## config.mk

```make
export PLATFORM = sky130hd
export DESIGN_NAME = rr_decode_grant_sched
export DESIGN_NICKNAME = d
export VERILOG_FILES = /design/src/rtl/rr_decode_grant_sched.sv
export SDC_FILE = /design/constraint.sdc
export NUM_CORES = 1
export LEC_CHECK = 0
export ABC_AREA = 1
export CAP_MARGIN = 20
export CORE_MARGIN = 3
export CORE_UTILIZATION = 44
export DETAILED_ROUTE_END_ITERATION = 8
export PLACE_DENSITY = 0.73
export RECOVER_POWER = 50
export SLEW_MARGIN = 20
export SYNTH_ARGS = -nofsm -noshare
export SYNTH_HDL_FRONTEND = slang
export SYNTH_SLANG_ARGS = --single-unit
```

## constraint.sdc

```tcl
create_clock -name clk -period 1.49 [get_ports clk]
set_clock_uncertainty 0.2 [all_clocks]
set_input_delay 0.149 -clock clk [delete_from_list [all_inputs] [get_ports clk]]
set_output_delay 0.149 -clock clk [all_outputs]
set_load 0.1 [all_outputs]
```

## src/rtl/rr_decode_grant_sched.sv

```systemverilog
// Round-robin scheduler: registers a binary grant index plus enable and decodes them into a one-hot grant.
// Optional build macro RRSCHED_TIMEOUT_EN adds a hold counter that revokes a grant after MAX_HOLD cycles.
module rr_decode_grant_sched #(
    parameter int N        = 4,
    parameter int IDX_W    = 2,
    parameter int MAX_HOLD = 16
) (
    input  logic             clk,
    input  logic             rst,
    input  logic [N-1:0]     req,
    input  logic             done,
    output logic             gnt_valid,
    output logic [IDX_W-1:0] gnt_idx,
    output logic [N-1:0]     gnt_onehot,
    output logic             timeout
);

    typedef enum logic [1:0] {
        IDLE,
        GRANT,
        GAP
    } state_t;

    state_t           state;
    state_t           state_nxt;
    logic [IDX_W-1:0] ptr;
    logic [IDX_W-1:0] ptr_nxt;
    logic [IDX_W-1:0] winner;
    logic [IDX_W-1:0] idx_nxt;
    logic [N-1:0]     onehot_nxt;
    logic             found;
    logic             valid_nxt;
    logic             timeout_nxt;
    logic             release_now;
    logic             hold_hit;

    // Search from ptr upward with wrap; the first requester found wins.
    always_comb begin
        int cand;
        winner = '0;
        found  = 1'b0;
        cand   = 0;
        for (int k = 0; k < N; k++) begin
            cand = int'(ptr) + k;
            if (cand >= N) begin
                cand = cand - N;
            end
            if (!found && req[cand[IDX_W-1:0]]) begin
                found  = 1'b1;
                winner = cand[IDX_W-1:0];
            end
        end
    end

`ifdef RRSCHED_TIMEOUT_EN
    localparam int HOLD_W = $clog2(MAX_HOLD + 1);

    logic [HOLD_W-1:0] hold_cnt;

    // Counter is zero on the first GRANT cycle and counts GRANT cycles from there.
    always_ff @(posedge clk) begin
        if (rst || state != GRANT) begin
            hold_cnt <= '0;
        end else if (!hold_hit) begin
            hold_cnt <= hold_cnt + HOLD_W'(1);
        end
    end

    assign hold_hit = (state == GRANT) && (hold_cnt == HOLD_W'(MAX_HOLD - 1));
`else
    // No hold limit in this build; MAX_HOLD == 0 is not a legal setting.
    assign hold_hit = (MAX_HOLD == 0);
`endif

    assign release_now = done || !req[gnt_idx] || hold_hit;

    always_comb begin
        state_nxt   = state;
        ptr_nxt     = ptr;
        valid_nxt   = 1'b0;
        idx_nxt     = gnt_idx;
        timeout_nxt = 1'b0;
        case (state)
            IDLE: begin
                if (found) begin
                    state_nxt = GRANT;
                    valid_nxt = 1'b1;
                    idx_nxt   = winner;
                end
            end
            GRANT: begin
                if (release_now) begin
                    state_nxt   = GAP;
                    ptr_nxt     = (gnt_idx == IDX_W'(N - 1)) ? '0 : gnt_idx + IDX_W'(1);
                    timeout_nxt = hold_hit && !done && req[gnt_idx];
                end else begin
                    valid_nxt = 1'b1;
                end
            end
            GAP: begin
                if (found) begin
                    state_nxt = GRANT;
                    valid_nxt = 1'b1;
                    idx_nxt   = winner;
                end else begin
                    state_nxt = IDLE;
                end
            end
            default: begin
                state_nxt = IDLE;
            end
        endcase
        onehot_nxt = valid_nxt ? (N'(1) << idx_nxt) : '0;
    end

    always_ff @(posedge clk) begin
        if (rst) begin
            state      <= IDLE;
            ptr        <= '0;
            gnt_valid  <= 1'b0;
            gnt_idx    <= '0;
            gnt_onehot <= '0;
            timeout    <= 1'b0;
        end else begin
            state      <= state_nxt;
            ptr        <= ptr_nxt;
            gnt_valid  <= valid_nxt;
            gnt_idx    <= idx_nxt;
            gnt_onehot <= onehot_nxt;
            timeout    <= timeout_nxt;
        end
    end

endmodule

```

### Word-level counts from Yosys, hierarchy flattened

Cells that the tools add are included.

| word-level totals | value |
|---|---|
| bits in registers | 11 |
| input bits | 7 |
| logic and storage cells | 74 |

| operators by class | value |
|---|---|
| $add $sub $neg | 8 |
| order comparisons | 9 |
| equal/unequal tests | 5 |
| shift operators | 1 |
| muxes and demuxes | 32 |
| bitwise operators | 1 |
| reductions and logical operators | 13 |

Operator list:

| cell | number |
|---|---|
| 2-to-1 mux 2 bit | 13 |
| < comparator 2 x 3 -> 1 bit, second input constant | 5 |
| 2-to-1 mux 1 bit | 12 |
| binary-select mux 1 bit (select 2 bit) | 5 |
| >= comparator 3 bit, second input constant | 3 |
| subtractor 2 x 1 -> 2 bit, second input constant | 4 |
| adder 2 x 2 -> 3 bit, second input constant | 2 |
| case mux 2 bit (3 select lines) | 1 |
| == test 2 bit, second input constant | 2 |
| logical NOT 1 bit | 4 |
| != test 2 bit, second input constant | 2 |
| AND reduction 2 bit | 2 |
| OR reduction 2 bit | 2 |
| left shift 1 x 2 -> 4 bit, first input constant | 1 |
| adder 2 x 1 -> 3 bit, second input constant | 1 |
| >= comparator 2 x 3 -> 1 bit, second input constant | 1 |
| logical AND 1 bit | 3 |
| adder 2 x 1 -> 2 bit, second input constant | 1 |
| == test 2 x 1 -> 1 bit, second input constant | 1 |
| logical NOT 2 bit | 1 |
| case mux 1 bit (2 select lines) | 1 |
| logical OR 1 bit | 1 |
| inverter 1 bit | 1 |

### Logic depth before layout (Yosys ltp)

| depth | value |
|---|---|
| word-level depth | 18 |
| mapped depth | 15 |
| gate-level depth less buffers | 14 |

### Worst setup path before layout

OpenSTA, ideal clock, no wires.

| path | value |
|---|---|
| path type | reg2reg |
| start point | reg gnt_idx[1] |
| end point | reg gnt_onehot[1] |
| setup time | 64 ps |
| arrival | 1,869 ps |
| data required time | 1,226 ps |
| path slack | -643 ps |
| stages on the path, launching flop included | 7 |
| cells stage by stage | dfxtp_1 -> o21ai_0 -> o21ai_0 -> nand3_1 -> a21oi_4 -> nand2_1 -> nor2_1 |

| between the ends | value |
|---|---|
| longest elaborated chain between the ends | 8 |
| elaborated cells on any way between the ends | 11 |
| those cells by class | shift: 1; mux: 6; bitwise: 1; reduce/logical: 3 |

RTL lines:

| what | RTL line | source |
|---|---|---|
| start: declaration | 13 | `output logic [IDX_W-1:0] gnt_idx,` |
| start signal: assignment | 128 | `gnt_idx <= idx_nxt;` |
| binary-select mux 1 bit (select 2 bit) | n/a |  |
| 2-to-1 mux 1 bit (not written as such) | 75 | `assign release_now = done \|\| !req[gnt_idx] \|\| hold_hit;` |
| logical NOT 1 bit | 75 |  |
| logical OR 1 bit | 75 |  |
| 2-to-1 mux 1 bit | 92 | `if (release_now) begin` |
| case mux 1 bit (2 select lines) | 83 | `case (state)` |
| inverter 1 bit (no line) | n/a |  |
| OR reduction 2 bit (no line) | n/a |  |
| end signal: assignment | 129 | `gnt_onehot <= onehot_nxt;` |
| end: declaration | 14 | `output logic [N-1:0] gnt_onehot,` |

Parallel ways exist; a longest one is shown, timed or not. The select of a mux whose other input is x is not followed.
A chain may end at the register's enable or synchronous reset.

### Final worst setup path

| path | value |
|---|---|
| start point | reg ptr[0] |
| end point | reg gnt_onehot[2] |

| between the ends | value |
|---|---|
| longest elaborated chain between the ends | 18 |
| elaborated cells on any way between the ends | 44 |
| those cells by class | add/sub: 7; order compare: 4; shift: 1; mux: 24; bitwise: 1; reduce/logical: 7 |

RTL lines:

| what | RTL line | source |
|---|---|---|
| start: declaration | 26 | `logic [IDX_W-1:0] ptr;` |
| start signal: assignment | 126 | `ptr <= ptr_nxt;` |
| branches (longest 18 deep; another with adder 2 x 1 -> 3 bit) | n/a |  |

Several ways; the timed one is not identified. The select of a mux whose other input is x is not followed.

==> flow_summary.toml <==
[synthesis]
synth-seq-cells = 11
yosysSeqAreaShare_pct = 30.9
synthDistinctLibCells = 20
syn-num-nets = 113
synth_cells = 105
yosysWarningCount = 0
syn_area_per_cell_um2 = 6.78
synth_area_um2 = 712

[floorplan]
initial_core_util_pct = 50.9
die_y_um = 46.2
rows = 13
die-area_um2 = 2140
die_x_um = 46.2
ioPinCount = 15
core_um2 = 1400

[run_status]
violations = "negative setup slack"
status = "finished with violations"

[critical_path]
end_kind = "flip-flop"
reg2reg_from = "ptr[0]"
cp-startpoint = "ptr[0]"
crit_chain = "buf_6, nand2_2, nand2_2, nand2_1, and2_4, nand3_2, nand2_4, a21oi_4, nand2_2, nor2_1"
required_ns = 1.50
startpoint_type = "flip-flop"
critPathArrivalTime_ns = 1.68
critical_path_class = "reg2reg"
crit_slowest_cell = "dfxtp_4"
reg2reg_setup_slack_ns = -0.18
crit_fanout = 5
worst-r2r-cell-count = 10
critical_path.max_stage_delay_ns = 0.41
cp_common_cell = "nand2_2"
regToRegEndpoint = "gnt_onehot[2]"

[global_route]
grt_pass1_vias = 690
grt_usage_pct = 18.3
gr-total-overflow = 0
grt_start_max_net_pins = 8
grt_pass1_wl_mm = 2.77
antenna_found_initial = 0

[drt]
drcViolationCount = 0
drtAntennaViolNets = 0
first_iter_violations = 6
vias = 740
dr.pass1.iters = 5
wl_per_cell_um = 13.1
viasPerCell = 4.97
drt-total-wl_mm = 1.95

[flow_run]
maxCapViolations = 0

[pwr]
p_sw_mw = 1.54
p_int_mw = 1.26
peakVddDrop_uv = 1610
p_clk_share_pct = 7.4
leakage_nw = 0.546
power_frac_seq_pct = 19.2
powerDensity_nw_per_um2 = 2540
p_comb_share_pct = 73.4
totalPowerFinal_mw = 2.80
swShare_pct = 54.9

[sta]
setup_viol = 8
rsz0062_at_grt = "yes"
fmax_mhz = 599
finalHoldViolations = 0
min_period_ns = 1.67
drv_slew = 0
timing.final.ws_setup_ns = -0.179
timing.final.crit_share_pct = 112

[cells_and_area]
final_area_um2 = 1100
num-fill-cells = 91
fin_nets = 143
fin_cells = 149
drive_gt1_share_pct = 59.7
syn_to_final_growth_pct = 55.0
diodes = 0

[hold_path]
worstHoldStart = "req[3]"
min_to = "state[0]"
hold_depth = 5
hold_path_class = "in2reg"

[cts]
cts_root_buffer = "clkbuf_4"
tritoncts = "yes"
htree_num_levels = 1
numCtsBuffers = 3
clk_pin_slew_ns = 0.07
cts.sinks = 11
insertion_delay_ns = 0.28
clk_path_buf_depth = 2
postCtsHoldBufs = 0

[place]
gp_congestion = 0.782
dp.cells = 139
dpl-instance-area_um2 = 1000
numPortBuffers = 13
hpwl_mm = 1.25
-- flip-flops by register name, indices dropped and copies added (netlist names) --
name and flops:
gnt_onehot 4, gnt_valid 1, ptr 2, state 2
gnt_idx 2
-- worst max-delay path: cells and delay by family (launching register included) --
family	cells	cell delay, ns
AO/OA/AOI/OAI	1	0.17
flip-flops	1	0.41
buffers and inverters	1	0.14
AND/OR/NAND/NOR	8	0.68
-- worst max path at each step --
stage / endpoint
6_report: gnt_onehot[2]
5_1_grt: gnt_onehot[2]
4_1_cts: gnt_onehot[0]
3_5_place_dp: gnt_onehot[0]
3_3_place_gp: gnt_onehot[0]
2_1_floorplan: gnt_onehot[1]
-- kinds of logic (layout without fill, tap and decap cells) --
logic type	count (synthesis)	in the layout	share of synthesized area (%)
simple gates	65	65	45.9
compound gates	10	10	9.31
fa+ha+maj	1	1	1.76
other cells	1	1	0.527
buf+inv	17	46	11.6
flops	11	11	30.9
-- stage by stage --
step	hold slack, ns	setup slack, ns	util, %	setup TNS [ns]
final	0.375	-0.179	78.9	-0.968
after global routing	0.412	-0.317	78.9	-1.98
after CTS	0.368	-0.144	76.7	-0.715
after detailed placement	0.392	-0.382	71.5	-3.27
after global placement	0.374	-0.384	71.5	-2.94
after floorplan	0.0117	-0.0576	-	-0.172
-- final cells by class --
cell class	count	area [µm²]	share of cell area, %
Clock buffer	4	26.3	2.38
Inverter	15	66.3	6.01
Multi-Input combinational cell	77	493	44.7
Sequential cell	11	233	21.1
Tap cell	15	18.8	1.70
Timing Repair Buffer	27	267	24.1
-- cells in the mapped netlist, drive strengths merged --
library cell / count / area (µm²)
nand3: 8 / 45.0
o21ai: 5 / 25.0
inv: 15 / 63.8
a21oi: 3 / 26.3
nand2: 43 / 219
buf: 2 / 18.8
ha: 1 / 12.5
dfxtp: 11 / 220
nor2: 13 / 56.3
a211oi: 2 / 15.0
and2: 1 / 6.26
conb: 1 / 3.75
-- placed cells by master (no fill, tap or decap), types with 3 or more instances in the layout --
cell type and n:
buf_4 10, buf_6 4, nand2_1 14, nand3_2 3, o21ai_2 3, buf_2 3, inv_1 8, clkdlybuf4s50_1 3
nand3_1 5, buf_12 3, nand2_4 3, dfxtp_4 3, nand2_2 26, nor2_1 9, clkbuf_4 4, inv_2 5
dfxtp_1 7
-- power by group through the flow --
| stage | Clock [mW] | Combinational [mW] | Sequential, mW |
|---|---|---|---|
| final | 0.208 | 2.05 | 0.536 |
| after CTS | 0.202 | 1.94 | 0.534 |
| after floorplan | 0 | 0.781 | 1.01 |
| after global routing | 0.230 | 2.18 | 0.545 |
| after detailed placement | 0 | 1.83 | 0.542 |
| after global placement | 0 | 1.80 | 0.534 |
-- layer usage --
layer	track usage (%)	share of wire, %	vias up	wire length (µm)
met3	4.30	3.0	5	58
met1	22.7	43	336	844
li1	-	-	380	-
met5	0	0	-	0
met4	9.09	1.7	0	34
met2	29.1	52	19	1010
-- repair_timing --
item,in CTS,in global routing
pin swaps,5,7
setup endpoints to repair,10,10
setup buffers,3,3
gates resized for setup,16,22
(Power assumes the default switching activity.)
==> variant (config.mk and constraints unchanged) <==
The parameter `IDX_W` goes from 2 to 1.
--- a/src/rtl/rr_decode_grant_sched.sv
+++ b/src/rtl/rr_decode_grant_sched.sv
@@ -4,3 +4,3 @@
     parameter int N        = 4,
-    parameter int IDX_W    = 2,
+    parameter int IDX_W    = 1,
     parameter int MAX_HOLD = 16
Interface: changed (resized gnt_idx); port bits go from 15 to 14. No check against the original RTL was run, so the function may have changed too.
==> variant against the unedited design <==
The flow now stops in power grid generation. Area after synthesis decreased by 57%.
==> variant: results (changes against the unedited design) <==
Async SR Flop Fraction=0% (unchanged); top cells by count, synth=10 x nand2_1, 7 x dfxtp_1, 6 x inv_1; Yosys cell types=12 (-40%); Stopped at=power grid generation; status=aborted with a tool error; Most used DFF post-synth=dfxtp_1; post-synthesis sequential area ratio=46.1% (+15 points); main area contributors after synthesis=dfxtp_1 46%, nand2_1 12%, buf_4 7.4%, inv_1 7.4%, nor2_8 6.6%; Syn Area/Cell=7.42 um^2 (+9.4%); Yosys Warn Count=0 (unchanged); row count=8 (-5); #FFs+latches synth=7 (-4); tool error=[ERROR PDN-0185] Insufficient width (25.76 um) to add straps on layer met4 in grid "grid" with total strap width 15.2 um and offset 13.6 um.
## variant: cell families after synthesis
family	count (synthesis)	share of synthesized area, %
AOI/OAI and AO/OA	2	3.29
buffers and inverters	11	17.3
DFF	7	46.1
other	1	1.23
and+or+nand+nor	20	32.1
